--- src/rtl/morse_key_receiver_pkg.sv ---
// Shared definitions for the Morse key receiver: code constants, symbol limit and FSM states.
package morse_key_receiver_pkg;

  localparam logic [5:0] CODE_INVALID = 6'd63;
  localparam logic [5:0] CODE_DIGIT0  = 6'd26;
  localparam logic [2:0] MAX_SYM      = 3'd5;

  typedef enum logic [1:0] {
    StIdle,
    StMark,
    StSpace,
    StGap
  } rx_state_e;

endpackage

--- src/rtl/morse_key_receiver_if.sv ---
// Key input and decoded symbol/character outputs of the Morse key receiver.
interface morse_key_receiver_if;
  logic       en;
  logic       clear;
  logic       key_in;
  logic       sym_valid;
  logic       sym_is_dash;
  logic [4:0] sym_buf;
  logic [2:0] sym_cnt;
  logic       char_valid;
  logic [5:0] char_code;
  logic       char_err;
  logic       word_gap;
  logic       busy;

  modport master (
    output en, clear, key_in,
    input  sym_valid, sym_is_dash, sym_buf, sym_cnt, char_valid, char_code, char_err,
           word_gap, busy
  );

  modport slave (
    input  en, clear, key_in,
    output sym_valid, sym_is_dash, sym_buf, sym_cnt, char_valid, char_code, char_err,
           word_gap, busy
  );
endinterface

--- src/rtl/morse_key_receiver_lut.sv ---
// Symbol pattern to character code table; bit i of sym_buf is symbol i, 1 = dash.
module morse_key_receiver_lut
  import morse_key_receiver_pkg::*;
(
  input  logic [2:0] sym_cnt,
  input  logic [4:0] sym_buf,
  output logic       hit,
  output logic [5:0] code
);
  always_comb begin
    hit  = 1'b1;
    code = CODE_INVALID;
    case ({sym_cnt, sym_buf})
      8'b010_00010: code = 6'd0;   // A .-
      8'b100_00001: code = 6'd1;   // B -...
      8'b100_00101: code = 6'd2;   // C -.-.
      8'b011_00001: code = 6'd3;   // D -..
      8'b001_00000: code = 6'd4;   // E .
      8'b100_00100: code = 6'd5;   // F ..-.
      8'b011_00011: code = 6'd6;   // G --.
      8'b100_00000: code = 6'd7;   // H ....
      8'b010_00000: code = 6'd8;   // I ..
      8'b100_01110: code = 6'd9;   // J .---
      8'b011_00101: code = 6'd10;  // K -.-
      8'b100_00010: code = 6'd11;  // L .-..
      8'b010_00011: code = 6'd12;  // M --
      8'b010_00001: code = 6'd13;  // N -.
      8'b011_00111: code = 6'd14;  // O ---
      8'b100_00110: code = 6'd15;  // P .--.
      8'b100_01011: code = 6'd16;  // Q --.-
      8'b011_00010: code = 6'd17;  // R .-.
      8'b011_00000: code = 6'd18;  // S ...
      8'b001_00001: code = 6'd19;  // T -
      8'b011_00100: code = 6'd20;  // U ..-
      8'b100_01000: code = 6'd21;  // V ...-
      8'b011_00110: code = 6'd22;  // W .--
      8'b100_01001: code = 6'd23;  // X -..-
      8'b100_01101: code = 6'd24;  // Y -.--
      8'b100_00011: code = 6'd25;  // Z --..
      8'b101_11111: code = CODE_DIGIT0;
      8'b101_11110: code = CODE_DIGIT0 + 6'd1;
      8'b101_11100: code = CODE_DIGIT0 + 6'd2;
      8'b101_11000: code = CODE_DIGIT0 + 6'd3;
      8'b101_10000: code = CODE_DIGIT0 + 6'd4;
      8'b101_00000: code = CODE_DIGIT0 + 6'd5;
      8'b101_00001: code = CODE_DIGIT0 + 6'd6;
      8'b101_00011: code = CODE_DIGIT0 + 6'd7;
      8'b101_00111: code = CODE_DIGIT0 + 6'd8;
      8'b101_01111: code = CODE_DIGIT0 + 6'd9;
      default: begin
        hit  = 1'b0;
        code = CODE_INVALID;
      end
    endcase
  end
endmodule

--- src/rtl/morse_key_receiver.sv ---
// Morse straight-key receiver: times marks and spaces, builds dot/dash symbols and
// emits a character code when the letter gap expires.
module morse_key_receiver
  import morse_key_receiver_pkg::*;
#(
  parameter int unsigned UNIT_CYCLES      = 10_000_000,
  parameter int unsigned DASH_UNITS       = 2,
  parameter int unsigned LETTER_GAP_UNITS = 3,
  parameter int unsigned WORD_GAP_UNITS   = 7
) (
  input logic                 clk,
  input logic                 rst,
  morse_key_receiver_if.slave bus
);
  localparam int unsigned     PreW    = (UNIT_CYCLES > 1) ? $clog2(UNIT_CYCLES) : 1;
  localparam logic [PreW-1:0] PreMax  = PreW'(UNIT_CYCLES - 1);
  localparam logic [3:0]      DashU   = 4'(DASH_UNITS);
  localparam logic [3:0]      LetterU = 4'(LETTER_GAP_UNITS);
  localparam logic [3:0]      WordU   = 4'(WORD_GAP_UNITS);

  rx_state_e       state_q, state_d;
  logic            key_q, rise, fall, hold_idle;
  logic [PreW-1:0] presc_q, presc_d;
  logic [3:0]      unit_q, unit_d;
  logic [4:0]      buf_q, buf_d;
  logic [2:0]      cnt_q, cnt_d;
  logic            ovf_q, ovf_d;
  logic            sym_valid_q, sym_valid_d;
  logic            sym_dash_q, sym_dash_d;
  logic            char_valid_q, char_valid_d;
  logic            char_err_q, char_err_d;
  logic [5:0]      code_q, code_d;
  logic            word_gap_q, word_gap_d;
  logic            letter_exp, word_exp, is_dash, lut_hit, err;
  logic [5:0]      lut_code;

  assign hold_idle  = ~bus.en | bus.clear;
  assign rise       = bus.key_in & ~key_q;
  assign fall       = ~bus.key_in & key_q;
  assign is_dash    = (unit_q >= DashU);
  assign letter_exp = (state_q == StSpace) && (unit_q >= LetterU);
  assign word_exp   = (state_q == StGap) && (unit_q >= WordU);
  assign err        = ovf_q | ~lut_hit;

  morse_key_receiver_lut u_lut (
    .sym_cnt (cnt_q),
    .sym_buf (buf_q),
    .hit     (lut_hit),
    .code    (lut_code)
  );

  // Unit timer restarts on every key edge so marks and spaces are measured from their start.
  always_comb begin
    presc_d = presc_q;
    unit_d  = unit_q;
    if (hold_idle || rise || fall) begin
      presc_d = '0;
      unit_d  = '0;
    end else if (presc_q == PreMax) begin
      presc_d = '0;
      if (unit_q != 4'd15) unit_d = unit_q + 4'd1;
    end else begin
      presc_d = presc_q + PreW'(1);
    end
  end

  always_ff @(posedge clk) begin
    if (rst) state_q <= StIdle;
    else     state_q <= state_d;
  end

  // A rise always wins so a press landing on the letter-gap cycle still opens a new mark.
  always_comb begin
    state_d = state_q;
    if (hold_idle) begin
      state_d = StIdle;
    end else begin
      case (state_q)
        StIdle:  if (rise) state_d = StMark;
        StMark:  if (fall) state_d = StSpace;
        StSpace: begin
          if (rise)            state_d = StMark;
          else if (letter_exp) state_d = StGap;
        end
        StGap: begin
          if (rise)          state_d = StMark;
          else if (word_exp) state_d = StIdle;
        end
        default: state_d = StIdle;
      endcase
    end
  end

  always_comb begin
    buf_d        = buf_q;
    cnt_d        = cnt_q;
    ovf_d        = ovf_q;
    sym_valid_d  = 1'b0;
    sym_dash_d   = sym_dash_q;
    char_valid_d = 1'b0;
    char_err_d   = char_err_q;
    code_d       = code_q;
    word_gap_d   = 1'b0;
    if (hold_idle) begin
      buf_d      = '0;
      cnt_d      = '0;
      ovf_d      = 1'b0;
      sym_dash_d = 1'b0;
      char_err_d = 1'b0;
      code_d     = CODE_INVALID;
    end else begin
      if ((state_q == StMark) && fall) begin
        if (cnt_q == MAX_SYM) begin
          ovf_d = 1'b1;
        end else begin
          buf_d[cnt_q] = is_dash;
          cnt_d        = cnt_q + 3'd1;
          sym_valid_d  = 1'b1;
          sym_dash_d   = is_dash;
        end
      end
      if (letter_exp) begin
        char_valid_d = 1'b1;
        char_err_d   = err;
        code_d       = err ? CODE_INVALID : lut_code;
        buf_d        = '0;
        cnt_d        = '0;
        ovf_d        = 1'b0;
      end
      if (word_exp && !rise) word_gap_d = 1'b1;
    end
  end

  always_ff @(posedge clk) begin
    if (rst) begin
      key_q        <= 1'b0;
      presc_q      <= '0;
      unit_q       <= '0;
      buf_q        <= '0;
      cnt_q        <= '0;
      ovf_q        <= 1'b0;
      sym_valid_q  <= 1'b0;
      sym_dash_q   <= 1'b0;
      char_valid_q <= 1'b0;
      char_err_q   <= 1'b0;
      code_q       <= CODE_INVALID;
      word_gap_q   <= 1'b0;
    end else begin
      key_q        <= bus.key_in;
      presc_q      <= presc_d;
      unit_q       <= unit_d;
      buf_q        <= buf_d;
      cnt_q        <= cnt_d;
      ovf_q        <= ovf_d;
      sym_valid_q  <= sym_valid_d;
      sym_dash_q   <= sym_dash_d;
      char_valid_q <= char_valid_d;
      char_err_q   <= char_err_d;
      code_q       <= code_d;
      word_gap_q   <= word_gap_d;
    end
  end

  assign bus.sym_valid   = sym_valid_q;
  assign bus.sym_is_dash = sym_dash_q;
  assign bus.sym_buf     = buf_q;
  assign bus.sym_cnt     = cnt_q;
  assign bus.char_valid  = char_valid_q;
  assign bus.char_code   = code_q;
  assign bus.char_err    = char_err_q;
  assign bus.word_gap    = word_gap_q;
  assign bus.busy        = (state_q != StIdle);
endmodule

--- src/flat_wrapper.sv ---
// flat-port wrapper written by rule: the top's interface ports become plain ports
module morse_key_receiver_flat import morse_key_receiver_pkg::*;
#(
  parameter int unsigned UNIT_CYCLES      = 10_000_000,
  parameter int unsigned DASH_UNITS       = 2,
  parameter int unsigned LETTER_GAP_UNITS = 3,
  parameter int unsigned WORD_GAP_UNITS   = 7
)
  (clk, rst, bus_en, bus_clear, bus_key_in, bus_sym_valid, bus_sym_is_dash, bus_sym_buf, bus_sym_cnt, bus_char_valid, bus_char_code, bus_char_err, bus_word_gap, bus_busy);
  morse_key_receiver_if bus_i ();
  input logic clk;
  input logic rst;
  input wire logic [$bits(bus_i.en)-1:0] bus_en;
  input wire logic [$bits(bus_i.clear)-1:0] bus_clear;
  input wire logic [$bits(bus_i.key_in)-1:0] bus_key_in;
  output wire logic [$bits(bus_i.sym_valid)-1:0] bus_sym_valid;
  output wire logic [$bits(bus_i.sym_is_dash)-1:0] bus_sym_is_dash;
  output wire logic [$bits(bus_i.sym_buf)-1:0] bus_sym_buf;
  output wire logic [$bits(bus_i.sym_cnt)-1:0] bus_sym_cnt;
  output wire logic [$bits(bus_i.char_valid)-1:0] bus_char_valid;
  output wire logic [$bits(bus_i.char_code)-1:0] bus_char_code;
  output wire logic [$bits(bus_i.char_err)-1:0] bus_char_err;
  output wire logic [$bits(bus_i.word_gap)-1:0] bus_word_gap;
  output wire logic [$bits(bus_i.busy)-1:0] bus_busy;
  assign bus_i.en = bus_en;
  assign bus_i.clear = bus_clear;
  assign bus_i.key_in = bus_key_in;
  assign bus_sym_valid = bus_i.sym_valid;
  assign bus_sym_is_dash = bus_i.sym_is_dash;
  assign bus_sym_buf = bus_i.sym_buf;
  assign bus_sym_cnt = bus_i.sym_cnt;
  assign bus_char_valid = bus_i.char_valid;
  assign bus_char_code = bus_i.char_code;
  assign bus_char_err = bus_i.char_err;
  assign bus_word_gap = bus_i.word_gap;
  assign bus_busy = bus_i.busy;
  morse_key_receiver #(.UNIT_CYCLES(UNIT_CYCLES), .DASH_UNITS(DASH_UNITS), .LETTER_GAP_UNITS(LETTER_GAP_UNITS), .WORD_GAP_UNITS(WORD_GAP_UNITS)) u_core (.clk(clk), .rst(rst), .bus(bus_i));
endmodule
--- config.mk ---
export PLATFORM = sky130hd
export DESIGN_NAME = morse_key_receiver_flat
export DESIGN_NICKNAME = d
export VERILOG_FILES = /design/src/rtl/morse_key_receiver_pkg.sv /design/src/rtl/morse_key_receiver_if.sv /design/src/rtl/morse_key_receiver_lut.sv /design/src/rtl/morse_key_receiver.sv /design/src/flat_wrapper.sv
export SDC_FILE = /design/constraint.sdc
export NUM_CORES = 1
export LEC_CHECK = 0
export ABC_CLOCK_PERIOD_IN_PS = 1800
export CORE_MARGIN = 8
export CORE_UTILIZATION = 35
export DETAILED_ROUTE_END_ITERATION = 10
export GPL_TIMING_DRIVEN = 0
export HOLD_SLACK_MARGIN = 0.15
export SYNTH_ARGS = -nofsm -noshare
export SYNTH_HDL_FRONTEND = slang
export SYNTH_SLANG_ARGS = --single-unit
--- constraint.sdc ---
create_clock -name clk -period 1.8 [get_ports clk]
set_clock_uncertainty 0.05 [all_clocks]
set_input_delay 0.27 -clock clk [delete_from_list [all_inputs] [get_ports clk]]
set_output_delay 0.27 -clock clk [all_outputs]
set_load 0.02 [all_outputs]
# == Yosys cells after proc, flatten, opt, wreduce, memory -nomap -nowiden ==
# Index checks and enable logic that the tools add are counted.
# word_totals
regBits,51
output_inout_bits,20
input_bits,5
# classes
n_addsub,3
n_eq_ne,46
n_mux,16
n_reduce_logical,20
magnitude_cmp,5
bitwise,10
# ops
cell,n
$pmux W6 S36,1
$eq A8 B8 Y1 const B,22
$eq A8 B7 Y1 const B,12
$reduce_or A36 Y1,1
$add A24 B1 Y24 const B,1
$eq A24 B24 Y1 const B,1
$eq A8 B6 Y1 const B,2
$mux W2,6
$reduce_or A3 Y1,3
$ge A4 B2 Y1 const B,2
$pmux W2 S4,1
$mux W6,1
$ne A3 B1 Y1 const B,2
$not A1 Y1,6
$reduce_and A2 Y1,3
$bwmux W5,1
$logic_and A1 B1 Y1,5
$mux W1,5
$add A4 B1 Y4 const B,1
$eq A2 B2 Y1 const B,2
$ge A4 B3 Y1 const B,1
$lt A3 B4 Y1 const B,1
$ne A2 B1 Y1 const B,2
$ne A4 B4 Y1 const B,1
13 further kinds,17

# == Depth between registers and ports, before layout ==
# Gate-level depths: netlist of the first run.
# depth
ltp_word,6
depth_mapped,9
mapped_depth_nobuf,8

# == Hierarchy ==
# From an unflattened synthesis of the first run, not the netlist that was laid out.
# unflattened
cells_unflattened,361
hier_area_um2,3093.0
# modules_own_cells
module,area_each_um2,cells_per_inst,instances
morse_key_receiver,2339.7,246,1
morse_key_receiver_lut,753.2,115,1

# == Worst setup path after synthesis of the first run ==
# No wires, ideal clock.
# synth_path
path_type,register to register
start,register u_core.cnt_q[0] (netlist: u_core.bus.sym_cnt[0])
end,register u_core.code_q[0] (netlist: u_core.bus.char_code[0])
required_time_ns,1.692
path_buffers,1
path_stages_with_launch,8
path_slack_ns,-0.248
synth_period_minus_slack_ns,2.048
setup_time_ns,0.058
arrival_time_ns,1.940
path_cell_list,dfxtp_1 > buf_2 > and3b_1 > o2111ai_1 > nand3_1 > or4_4 > o21ai_2 > o22a_1
# synth_via
elab_chain_cells,6
word_cells_on_any_way,42
classes_between,eq/ne (36); mux (3); bitwise (2); reduce/logical (1)
# synth_lines
item,line_no,text
"start, declared",morse_key_receiver.sv:26,"logic [2:0] cnt_q, cnt_d;"
"start signal, assigned",morse_key_receiver.sv:153,cnt_q <= cnt_d;
"$eq A8 B8 Y1, or another cell as far along",morse_key_receiver_lut.sv:13,"case ({sym_cnt, sym_buf})"
$reduce_or A36 Y1 (no source line),-,
$mux W1,morse_key_receiver_lut.sv:13,
$not A1 Y1,morse_key_receiver.sv:43,assign err = ovf_q | ~lut_hit;
$or A1 B1 Y1,morse_key_receiver.sv:43,
$mux W6 *,morse_key_receiver.sv:125,code_d = err ? CODE_INVALID : lut_code;
"end signal, assigned",morse_key_receiver.sv:159,code_q <= code_d;
"end, declared",morse_key_receiver.sv:32,"logic [5:0] code_q, code_d;"
# Every way passes the cells marked *; elsewhere a longest branch is shown, timed or not.
# A chain may end at the register's enable or synchronous reset.

# == Final worst setup path of the first run ==
# layout_path
start,register u_core.cnt_q[2] (netlist: u_core.bus.sym_cnt[2])
end,register u_core.code_q[4] (netlist: u_core.bus.char_code[4])
# The elaborated chain is that of the path after synthesis.

==> results of run 1 <==
-- worst paths after layout --
kind	from	end	slack (ns)	cells past startpoint
max	u_core.bus.sym_cnt[2]$_SDFFE_PP0P_	u_core.bus.char_code[4]$_SDFFE_PP1P_	-0.15	7
min	u_core.presc_q[0]$_SDFF_PP0_	u_core.presc_q[0]$_SDFF_PP0_	0.41	1
max reg2reg	u_core.bus.sym_cnt[2]$_SDFFE_PP0P_	u_core.bus.char_code[4]$_SDFFE_PP1P_	-0.15	7
min reg2reg	u_core.presc_q[0]$_SDFF_PP0_	u_core.presc_q[0]$_SDFF_PP0_	0.41	1
-- layout by cell type (no fill, tap or decap), drive strengths merged, types with 2 or more instances in the layout --
cell type / count
o21ai: 15
nand4: 7
clkbuf: 8
clkdlybuf4s50: 23
nor2: 58
nor3: 13
and3b: 3
or2: 2
nor4: 3
or4: 4
nand2b: 2
o22a: 2
xor2: 14
nand3: 23
a21oi: 15
nor3b: 3
nor4b: 5
and3: 9
inv: 8
ha: 5
a31oi: 4
o2111ai: 3
dfxtp: 51
a211o: 2
xnor2: 15
nand2: 25
a211oi: 3
buf: 40
and2: 5
o32a: 4
nand3b: 3
nor2b: 9
mux2i: 3
-- logic make-up after synthesis --
logic type                 synth area share [%]
and+or+nand+nor                           34.36
AOI/OAI and AO/OA                         13.62
DFF                                       35.85
xor gates and xnor gates                  8.919
buffers and inverters                     3.998
adders and majority gates                 2.197
muxes                                     1.055
-- layer usage --
metal | vias to the layer above | share of wire [%] | global-route usage, %
met5 | - | 0 | 0
met4 | 0 | 1.3 | 5.427
met3 | 8 | 4.2 | 2.964
met2 | 57 | 52 | 23.99
met1 | 1297 | 43 | 15.80
li1 | 1343 | - | -
-- registers in the layout, summed over array words and instances, names as in the netlist --
register and flops:
u_core.state_q 2, u_core.bus.char_err 1, u_core.unit_q 4, u_core.bus.sym_is_dash 1, u_core.bus.char_valid 1, u_core.presc_q 24
u_core.key_q 1, u_core.ovf_q 1, u_core.bus.sym_buf 5, u_core.bus.word_gap 1, u_core.bus.sym_valid 1, u_core.bus.sym_cnt 3
u_core.bus.char_code 6
-- layout make-up --
class / count / share of cell area, %
Buffer: 14 / 3.050
Clock buffer: 5 / 1.766
Clock inverter: 3 / 0.5778
Inverter: 6 / 0.5778
Multi-Input combinational cell: 272 / 51.30
Sequential cell: 51 / 26.97
Tap cell: 105 / 3.371
Timing Repair Buffer: 53 / 12.39
-- power by group through the flow --
stage          combinational (mW)  clock, mW  sequential [mW]
3_3_place_gp               0.0438          0             1.16
3_5_place_dp               0.0437          0             1.16
5_1_grt                    0.0683      0.740             1.13
6_report                   0.0626      0.690             1.12
2_1_floorplan              0.0245          0             1.16
4_1_cts                    0.0554      0.709             1.13
-- cells in the mapped netlist (3+ instances only) --
library cell and count:
nor2_1 56, dfxtp_1 51, nand2_1 25, nand3_1 23, a21oi_1 15, xnor2_1 15, xor2_1 14, nor3_1 11
o21ai_0 11, nor2b_1 9, and3_1 7, buf_2 7, clkbuf_1 6, inv_1 6, nand4_1 6, ha_1 5
a31oi_1 4, and2_1 4, o32a_1 4, a211oi_1 3, and3b_1 3, mux2i_1 3, nor3b_1 3, nor4b_1 3
o2111ai_1 3, o21ai_1 3
-- worst max-delay path, stage by stage (launching register included) --
cell and delay, ns:
dfxtp_4 0.40, buf_6 0.16, nor3b_1 0.07, o2111ai_2 0.22, nand3_2 0.11, or4_4 0.54, nor2_4 0.17, o32a_1 0.17
-- what timing repair did --
action,4_1_cts,5_1_grt
cloned,2,0
gates resized for setup,36,61
pin swaps,23,29
setup endpoints to repair,39,41
setup buffers,16,11
==> flow_summary.rst, run 1 <==
.. list-table::
   :header-rows: 1

   * - Metric
     - Value
   * - Number of nets in the finished design
     - 413
   * - Area of the core
     - 0.008051 mm²
   * - Latest clock arrival within the worst-skew pair
     - 0.31 ns
   * - First-pass GRT wire length
     - 12800 µm
   * - Wire length per cell after detailed routing
     - 14.91 µm
   * - Residual overflow from global routing
     - 0
   * - CTS H-Tree Depth
     - 2
   * - Synthesized flop and latch total
     - 51
   * - Post-synth top area cell
     - dfxtp_1
   * - Register area
     - 0.001051 mm²
   * - Kind of launch point of the worst setup path
     - flip-flop
   * - Via count
     - 2705
   * - Clock net sink count
     - 51
   * - LEAKAGE
     - 1.358 nW
   * - Ports
     - 25
   * - Max-cap viol count
     - 0
   * - Crit end category
     - flip-flop
   * - Setup WS post-layout
     - -0.1509 ns
   * - Site Rows
     - 33
   * - Data required time at the worst endpoint
     - 2.01 ns
   * - Share of the clock period used by the worst path after layout
     - 108.4%
   * - Seq/Total Area, Yosys
     - 35.85%
   * - Number of design-rule violations left by the first detailed-router iteration
     - 152
   * - Final max-slew violation count
     - 0
   * - Number of antenna diodes
     - 0
   * - Cell area after technology mapping
     - 0.002848 mm²
   * - Total routing resource utilization after global routing
     - 13.67%
   * - Post-synth top flop
     - dfxtp_1
   * - Clock tree from TritonCTS
     - yes
   * - Layout cells sized above 1
     - 32.92%
   * - Area delta synth->final
     - 36.86%
   * - Via-to-Cell Ratio
     - 5.314
   * - Number of enable-type register cells in the synthesized netlist
     - 0
   * - Mean instance size in the synthesized netlist
     - 8.207 µm²
   * - Vertical die dimension
     - 106.2 µm
   * - Share of flip-flops with an asynchronous set or reset after synthesis
     - 0%
   * - Total wirelength of the detailed-routed design
     - 7590 µm
   * - Maximum net fanout on the critical path
     - 10
   * - Setup tns final
     - -1.044 ns
   * - Number of nets produced by synthesis
     - 357
   * - CTS Buf Count
     - 5
   * - Number of search-and-repair iterations in the first detailed-routing pass
     - 4
   * - Total placed cells including tap cells
     - 476
   * - Post-detailed-placement half-perimeter wirelength
     - 5198 µm
   * - Class of the tightest hold or removal check
     - reg2reg
   * - Largest net degree at the start of global routing
     - 18
   * - Syn Inst Count
     - 347
   * - Count of filler cells inserted in the layout
     - 783
   * - Final setup violation count
     - 25
   * - DR DRC count
     - 0
   * - Post-layout instance area
     - 0.003897 mm²
   * - Hold_ws
     - 0.4089 ns
   * - Hold bufs inserted after CTS
     - 0
   * - Initial antenna violation count
     - 0
   * - Share of the synthesized area in the top cell type
     - 35.85%
   * - Maximum number of buffers from clock root to sink
     - 2
   * - Cell types occupying the most area after synthesis
     - dfxtp_1 (36%), nor2_1 (7.4%), xnor2_1 (4.6%)
   * - Width of the chip
     - 106.2 µm
   * - Vias in the first global route
     - 2680
   * - Post-Place Cell Area
     - 0.003279 mm²
   * - Critical path class
     - reg2reg
   * - Total Power
     - 1.877 mW
   * - IR Drop Worst-Case VDD
     - 379.2 µV
   * - Final Wtd Congestion
     - 0.9300
   * - CP arrival
     - 2.16 ns
   * - Combinational share of power
     - 3.3%
   * - Initial standard-cell utilization of the core
     - 35.37%
   * - Clk slew on worst S/H paths
     - 0.10 ns
   * - Final-report hold violation count
     - 0
   * - Actual transition at the worst max-transition pin
     - 0.4031 ns
   * - Pwr dens
     - 481.6 mW/mm²
   * - Core Util, Final
     - 48.41%
   * - Switching Share
     - 23.84%
   * - Power spent charging and discharging nets
     - 0.4475 mW
   * - Clock network fraction of design power
     - 36.7%
   * - Share of total power in sequential cells
     - 59.9%
   * - Die footprint
     - 0.01128 mm²
   * - Count of warnings emitted by yosys
     - 0
   * - Failing checks
     - negative setup slack
   * - Pre-CTS setup slack
     - -0.6132 ns
   * - Unrepaired setup endpoints after global routing
     - true
   * - Distinct cells, synth
     - 63
   * - CTS Root Cell
     - clkbuf_8
   * - Area of combinational cells with multiple inputs
     - 0.001999 mm²
   * - Relative slew slack
     - 73.07%
   * - Maximum clock frequency
     - 512.6 MHz
   * - Total of buffers placed on input and output ports
     - 24
   * - Antenna violation net count after detailed routing
     - 0
   * - Status
     - finished with violations
   * - Final Critical Period
     - 1.951 ns
   * - Internal power
     - 1.430 mW
   * - Post-route insts no fill
     - 509
Note: power is estimated with default switching activity, not from simulation.
==> run 2: changes to the inputs <==
CORE_MARGIN = 1.5   (was 8)
MAX_ROUTING_LAYER = met4   (was default)
==> flow_summary.rst, run 2 (same netlist as run 1, synthesis figures left out) <==
.. list-table::
   :header-rows: 1

   * - Metric
     - Value
   * - First-pass GRT wire length
     - 12080 µm
   * - Ports
     - 25
   * - Hold_ws
     - 0.3974 ns
   * - Total of buffers placed on input and output ports
     - 24
   * - Worst setup path startpoint
     - u_core.bus.sym_cnt[0]$_SDFFE_PP0P_
   * - Final max-slew violation count
     - 0
   * - Number of antenna diodes
     - 0
   * - Status
     - finished with violations
   * - Layout cells sized above 1
     - 27.41%
   * - Initial standard-cell utilization of the core
     - 36.47%
   * - Internal reg-to-reg setup slack
     - -0.14 ns
   * - Number of nets in the finished design
     - 414
   * - Highest-count cells in the layout ignoring fill and taps
     - nor2_1 (52), dfxtp_1 (41), buf_4 (30)
   * - Switching Share
     - 22.77%
   * - Cells on Worst Hold Path
     - 1
   * - Area delta synth->final
     - 34.01%
   * - Vias in the first global route
     - 2466
   * - Start of the worst register-to-register path
     - u_core.bus.sym_cnt[0]$_SDFFE_PP0P_
   * - Clk slew on worst S/H paths
     - 0.09 ns
   * - Final Wtd Congestion
     - 0.9273
   * - Wire length per cell after detailed routing
     - 15.27 µm
   * - Initial antenna violation count
     - 0
   * - Critical path class
     - reg2reg
   * - Worst-case hold path end point
     - u_core.presc_q[0]$_SDFF_PP0_
   * - Critical R2R Capture
     - u_core.bus.char_code[2]$_SDFFE_PP1P_
   * - Kind of launch point of the worst setup path
     - flip-flop
   * - Number of design-rule violations left by the first detailed-router iteration
     - 141
   * - Final setup violation count
     - 21
   * - Total routing resource utilization after global routing
     - 17.98%
   * - Unrepaired setup endpoints after global routing
     - true
   * - CTS H-Tree Depth
     - 2
   * - Via-to-Cell Ratio
     - 5.381
   * - Setup WS post-layout
     - -0.1354 ns
   * - Largest net degree at the start of global routing
     - 16
   * - Maximum clock frequency
     - 516.7 MHz
   * - Failing checks
     - negative setup slack
   * - Post-Place Cell Area
     - 0.003276 mm²
   * - Data required time at the worst endpoint
     - 1.95 ns
   * - DR WL met2
     - 3888 µm
   * - Via count
     - 2728
   * - Clock net sink count
     - 51
   * - Crit end category
     - flip-flop
   * - Hold bufs inserted after CTS
     - 0
   * - Area of the core
     - 0.007807 mm²
   * - Total Power
     - 1.831 mW
   * - Largest register by flop count
     - u_core.presc_q
   * - CTS Root Cell
     - clkbuf_8
   * - Share of total power in sequential cells
     - 61.5%
   * - Die footprint
     - 0.008686 mm²
   * - IR Drop Worst-Case VDD
     - 305.8 µV
   * - Maximum number of buffers from clock root to sink
     - 2
   * - DR DRC count
     - 0
   * - Width of the chip
     - 93.20 µm
   * - Final-report hold violation count
     - 0
   * - Power spent charging and discharging nets
     - 0.4169 mW
   * - Residual overflow from global routing
     - 0
   * - Internal power
     - 1.414 mW
   * - CTS Buf Count
     - 5
   * - Combinational share of power
     - 3.0%
   * - Post-layout instance area
     - 0.003816 mm²
   * - CP arrival
     - 2.08 ns
   * - Latest clock arrival within the worst-skew pair
     - 0.30 ns
   * - Vertical die dimension
     - 93.20 µm
   * - Actual transition at the worst max-transition pin
     - 0.4287 ns
   * - Number of flip-flops in the largest register
     - 24
   * - LEAKAGE
     - 1.357 nW
   * - Final Critical Period
     - 1.935 ns
   * - Post-detailed-placement half-perimeter wirelength
     - 4953 µm
   * - Met3 routed wirelength
     - 311 µm
   * - R2r worst-path depth
     - 7
   * - Antenna violation net count after detailed routing
     - 0
   * - Most frequent standard cell in the layout excluding fill and tap cells
     - nor2_1
   * - Relative slew slack
     - 71.12%
   * - Clock tree from TritonCTS
     - yes
   * - Routed met1 length
     - 3398 µm
   * - Class of the tightest hold or removal check
     - reg2reg
   * - Site Rows
     - 32
   * - Number of search-and-repair iterations in the first detailed-routing pass
     - 4
   * - Highest routing layer actually used
     - met4
   * - Pwr dens
     - 479.8 mW/mm²
   * - Total wirelength of the detailed-routed design
     - 7740 µm
   * - Share of the clock period used by the worst path after layout
     - 107.5%
   * - Max-cap viol count
     - 0
   * - Maximum net fanout on the critical path
     - 8
   * - Launch instance of the worst min-delay path
     - u_core.presc_q[0]$_SDFF_PP0_
   * - Clock network fraction of design power
     - 35.5%
[run 2: worst max-delay path by stage]
stage / endpoint / depth (start not counted)
2_1_floorplan: u_core.bus.char_code[3]$_SDFFE_PP1P_ / 7
4_1_cts: u_core.bus.char_code[2]$_SDFFE_PP1P_ / 7
5_1_grt: u_core.bus.char_code[2]$_SDFFE_PP1P_ / 7
3_5_place_dp: u_core.bus.char_code[2]$_SDFFE_PP1P_ / 6
3_3_place_gp: u_core.bus.char_code[2]$_SDFFE_PP1P_ / 6
6_report: u_core.bus.char_code[2]$_SDFFE_PP1P_ / 7
[run 2: metal layers]
metal,global-route usage [%],up-vias
met3,2.927,14
met5,-,-
met2,30.11,77
li1,-,1343
met1,21.75,1294
met4,6.692,0
[run 2: what timing repair did]
| action | CTS | global route |
|---|---|---|
| pin swaps | 18 | 9 |
| buffers inserted | 17 | 12 |
| gates cloned | 0 | 2 |
| hold endpoints to repair | 0 | 0 |
| endpoints found under the setup margin | 38 | 42 |
| gates resized for setup | 43 | 20 |
[run 2: metrics by stage]
step | setup TNS [ns] | instances | setup slack, ns | util (%)
after CTS | -1.709 | 494 | -0.1298 | 46.25
after global routing | -2.657 | 507 | -0.1847 | 48.88
after global placement | -9.867 | 473 | -0.6345 | 41.96
after detailed placement | -10.19 | 473 | -0.6138 | 41.96
after floorplan | -0.3539 | 347 | -0.06038 | -
final | -1.068 | 507 | -0.1354 | 48.88
[run 2: worst max-delay path, cell delays in order (launching register included)]
cell	delay, ns
dfxtp_4	0.36
buf_8	0.13
and3b_1	0.19
o2111ai_2	0.18
nand3_2	0.11
buf_4	0.15
a311o_1	0.28
o32a_1	0.35
[run 2: cell type report]
type | instances | area [µm²]
Tap cell | 102 | 127.6
Fill cell | 742 | 3991
Multi-Input combinational cell | 272 | 1922
Buffer | 13 | 117.6
Sequential cell | 51 | 1046
Timing Repair Buffer | 55 | 496.7
Clock inverter | 3 | 15.01
Clock buffer | 5 | 68.82
Inverter | 6 | 22.52
[run 2: power by group through the flow]
| stage | sequential (mW) | clock [mW] | combinational [mW] |
|---|---|---|---|
| finish | 1.13 | 0.650 | 0.0549 |
| global placement | 1.16 | 0 | 0.0436 |
| global route | 1.13 | 0.713 | 0.0594 |
| floorplan | 1.16 | 0 | 0.0245 |
| CTS | 1.13 | 0.665 | 0.0510 |
| detailed placement | 1.16 | 0 | 0.0436 |
==> RTL edit 1: new RTL, flow settings as in run 2 <==
Encoding of `rx_state_e`: now one-hot (4 bits for 4 states).
--- a/src/rtl/morse_key_receiver_pkg.sv
+++ b/src/rtl/morse_key_receiver_pkg.sv
@@ -5,11 +5,11 @@
   localparam logic [5:0] CODE_DIGIT0  = 6'd26;
   localparam logic [2:0] MAX_SYM      = 3'd5;
 
-  typedef enum logic [1:0] {
-    StIdle,
-    StMark,
-    StSpace,
-    StGap
+  typedef enum logic [3:0] {
+    StIdle  = 4'b0001,
+    StMark  = 4'b0010,
+    StSpace = 4'b0100,
+    StGap   = 4'b1000
   } rx_state_e;
 
 endpackage
Formal check against the unedited RTL: same outputs for any inputs over 10 cycles, from zero or initial values and one cycle with rst high; not proved beyond that.
==> RTL edit 1 against run 2 <==
The run still ends with negative setup slack left. Synthesized cell count increased by 8.4%. Routed wire length increased by 6.4%. Synthesized area increased by 5.6%. Total power increased by 3.6%. Final area increased by 10%. Sequential share of layout area decreased by 0.73 points. First-iteration DRC count increased by 13%. Global-route usage increased by 1.0 points. Combinational power increased by 15%. Setup slack got worse by 0.27 ns. Sequential cell count increased by 2. Largest power group unchanged. Highest routed layer unchanged.
==> RTL edit 1: results (changes against run 2) <==
grt_max_degree: 18  # +2
slowest_stage: "nor4bb_1"
drive_gt1_share_pct: 30.94  # +3.5 points
synthCells: 376  # +8.4%
critical_path.top_delay_family: "simple AND/OR/NAND/NOR gates"
synthTopCellsByCount: "nor2_1 (56), dfxtp_1 (53), nand2_1 (25)"
grt_use_met1_pct: 23.92  # +2.2 points
p_sw_uw: 434.0  # +4.1%
cts_resized: 66  # +53%
dr_wl_met3_um: 400  # +29%
met2_usage_pct: 29.81  # -0.30 points
p_comb_uw: 63.1  # +15%
r2r_start: "u_core.bus.sym_buf[0]"
postCtsSetupBuffers: 31  # +14
hold-worst-slack_ns: 0.4244  # +0.02697 ns
dp.cells: 505  # +6.8%
synth.yosys.seq_area_share_pct: 35.29  # -0.56 points
gp_congestion: 0.8921  # -3.8%
route.met2.wl_um: 3927  # +1.0%
worst-path-max-fanout: 9  # +1
outcome: "finished, violations left"
nNetsFinal: 455  # +9.9%
hpwl_um: 5406  # +9.2%
setup_viol: 9  # -57%
fin_ws_ns: -0.4104  # -0.2750 ns
place_ws_ns: -0.6428  # -0.02895 ns
placed_area_mm2: 0.003481  # +6.3%
comb_power_share_pct: 3.3  # +0.3 points
violations: "negative setup slack"
n_fill_cell: 811  # +9.3%
drt_iter0_markers: 159  # +13%
met1_length_um: 3651  # +7.4%
grt_usage_pct: 19.01  # +1.0 points
critPathMaxStageDelay_ns: 0.63  # +0.27 ns
syn-num-nets: 386  # +8.1%
==> RTL edit 1: cell count changes after synthesis, moves of 4 or more <==
cell      before  now
a21oi_1       15   19
buf_2          7    3
clkbuf_1       6   13
nand2b_1       2   12
nor3_1        11   15
nor4_1         2   10
or3_1          1    6
xnor2_1       15   11
==> RTL edit 1: layout make-up <==
cell class                 count  area (µm²)  area share (%)
clock buffer                   5       68.82           1.636
clock inverter                 3       20.02          0.4759
buffer                        19       157.7           3.748
timing repair buffer          65       568.0           13.50
sequential                    53        1122           26.68
inverter                       8       30.03          0.7139
multi-input combinational    293        2108           50.12
tap                          105       131.4           3.123
==> RTL edit 1: logic make-up after synthesis <==
kind of cell | count (synthesis) | synth area share, %
XOR/XNOR | 26 | 7.574
AND/OR/NAND/NOR | 201 | 36.66
adder cells (fa/ha/maj) | 5 | 2.081
AO/OA/AOI/OAI | 58 | 12.78
buffers and inverters | 30 | 4.619
flip-flops | 53 | 35.29
multiplexers | 3 | 0.9988
==> RTL edit 2: new RTL, config.mk and constraints of run 2 <==
Without the edit above. `WORD_GAP_UNITS` is set to 7 in 2 places; all go to 6.
--- a/src/rtl/morse_key_receiver.sv
+++ b/src/rtl/morse_key_receiver.sv
@@ -6,7 +6,7 @@
   parameter int unsigned UNIT_CYCLES      = 10_000_000,
   parameter int unsigned DASH_UNITS       = 2,
   parameter int unsigned LETTER_GAP_UNITS = 3,
-  parameter int unsigned WORD_GAP_UNITS   = 7
+  parameter int unsigned WORD_GAP_UNITS   = 6
 ) (
   input logic                 clk,
   input logic                 rst,
--- a/src/flat_wrapper.sv
+++ b/src/flat_wrapper.sv
@@ -4,7 +4,7 @@
   parameter int unsigned UNIT_CYCLES      = 10_000_000,
   parameter int unsigned DASH_UNITS       = 2,
   parameter int unsigned LETTER_GAP_UNITS = 3,
-  parameter int unsigned WORD_GAP_UNITS   = 7
+  parameter int unsigned WORD_GAP_UNITS   = 6
 )
   (clk, rst, bus_en, bus_clear, bus_key_in, bus_sym_valid, bus_sym_is_dash, bus_sym_buf, bus_sym_cnt, bus_char_valid, bus_char_code, bus_char_err, bus_word_gap, bus_busy);
   morse_key_receiver_if bus_i ();
Function: no difference found for any inputs over 10 cycles, from zero or initial values and one cycle with rst high; that may be too few to reach the edited logic, so the function may still have changed.
==> RTL edit 2 against run 2 <==
The run still ends with negative setup slack left. Total power rose by 1.5%. Maximum frequency fell by 0.73%. Setup slack got worse by 0.014 ns. Routed wire length fell by 3.2%. Sequential cell count did not move. Final area rose by 0.52%. Synthesized area rose by 1.1%. Critical path type unchanged. Critical endpoint is now u_core.bus.char_code[1]. Largest cell class unchanged.
==> RTL edit 2: results (changes against run 2) <==
clk_share_pct: 2.479  # +0.28 points
fin_ws_ns: -0.1496  # -0.01416 ns
hold-worst-slack_ns: 0.4396  # +0.04217 ns
power_clock_uw: 691  # +6.3%
route.met2.wl_um: 3616  # -7.0%
setup_viol: 6  # -71%
outcome: "finished, violations left"
inverters: 12  # +6
worst-path-max-fanout: 6  # -2
met2_usage_pct: 29.65  # -0.46 points
multi_input_cells: 274  # +0.74%
final_area_mm2: 0.003836  # +0.52%
place_ws_ns: -0.5916  # +0.02221 ns
slew_headroom_pct: 73.40  # +2.3 points
yosys-top-cells-area: "dfxtp_1 (35%), nor2_1 (8.2%), xor2_1 (4.6%), nand4_1 (4.1%), xnor2_1 (4.0%)"
dr_wl_met3_um: 327  # +5.1%
final-instance-count-excl-fill: 511  # +0.79%
clock_buffers: 7  # +2
buffer_area_share_pct: 15.07  # -1.0 points
placed_area_mm2: 0.003311  # +1.1%
p_sw_uw: 400.9  # -3.8%
grt_use_met1_pct: 23.13  # +1.4 points
met1_length_um: 3390  # -0.24%
reg2reg_depth: 8  # +1
violations: "negative setup slack"
grt_usage_pct: 18.19  # +0.21 points
seqCellArea_mm2: 0.001054  # +0.72%
ys_types: 57  # -9.5%
## RTL edit 2: cells by family (layout without fill, tap and decap cells)
| logic type | Yosys count | after routing | share of synthesized area (%) |
|---|---|---|---|
| adders and majority gates | 6 | 6 | 2.520 |
| muxes | 6 | 6 | 2.085 |
| xor gates and xnor gates | 28 | 28 | 8.515 |
| buffers and inverters | 31 | 84 | 4.865 |
| DFF | 51 | 51 | 35.45 |
| AOI/OAI and AO/OA | 54 | 54 | 13.38 |
| and+or+nand+nor | 180 | 180 | 33.19 |
## RTL edit 2: repair_timing
item	4_1_cts	5_1_grt
pin swaps	18	14
gates resized for setup	53	28
setup endpoints to repair	42	36
hold buffers	0	0
buffers inserted	17	3
cloned	2	0
## RTL edit 2: critical path, stage by stage, from the launching register on
cell	delay (ns)
dfxtp_4	0.38
buf_6	0.12
nor4b_4	0.26
buf_6	0.17
nand2_1	0.10
o311ai_4	0.28
a211oi_2	0.09
a31oi_4	0.25
o22ai_1	0.12
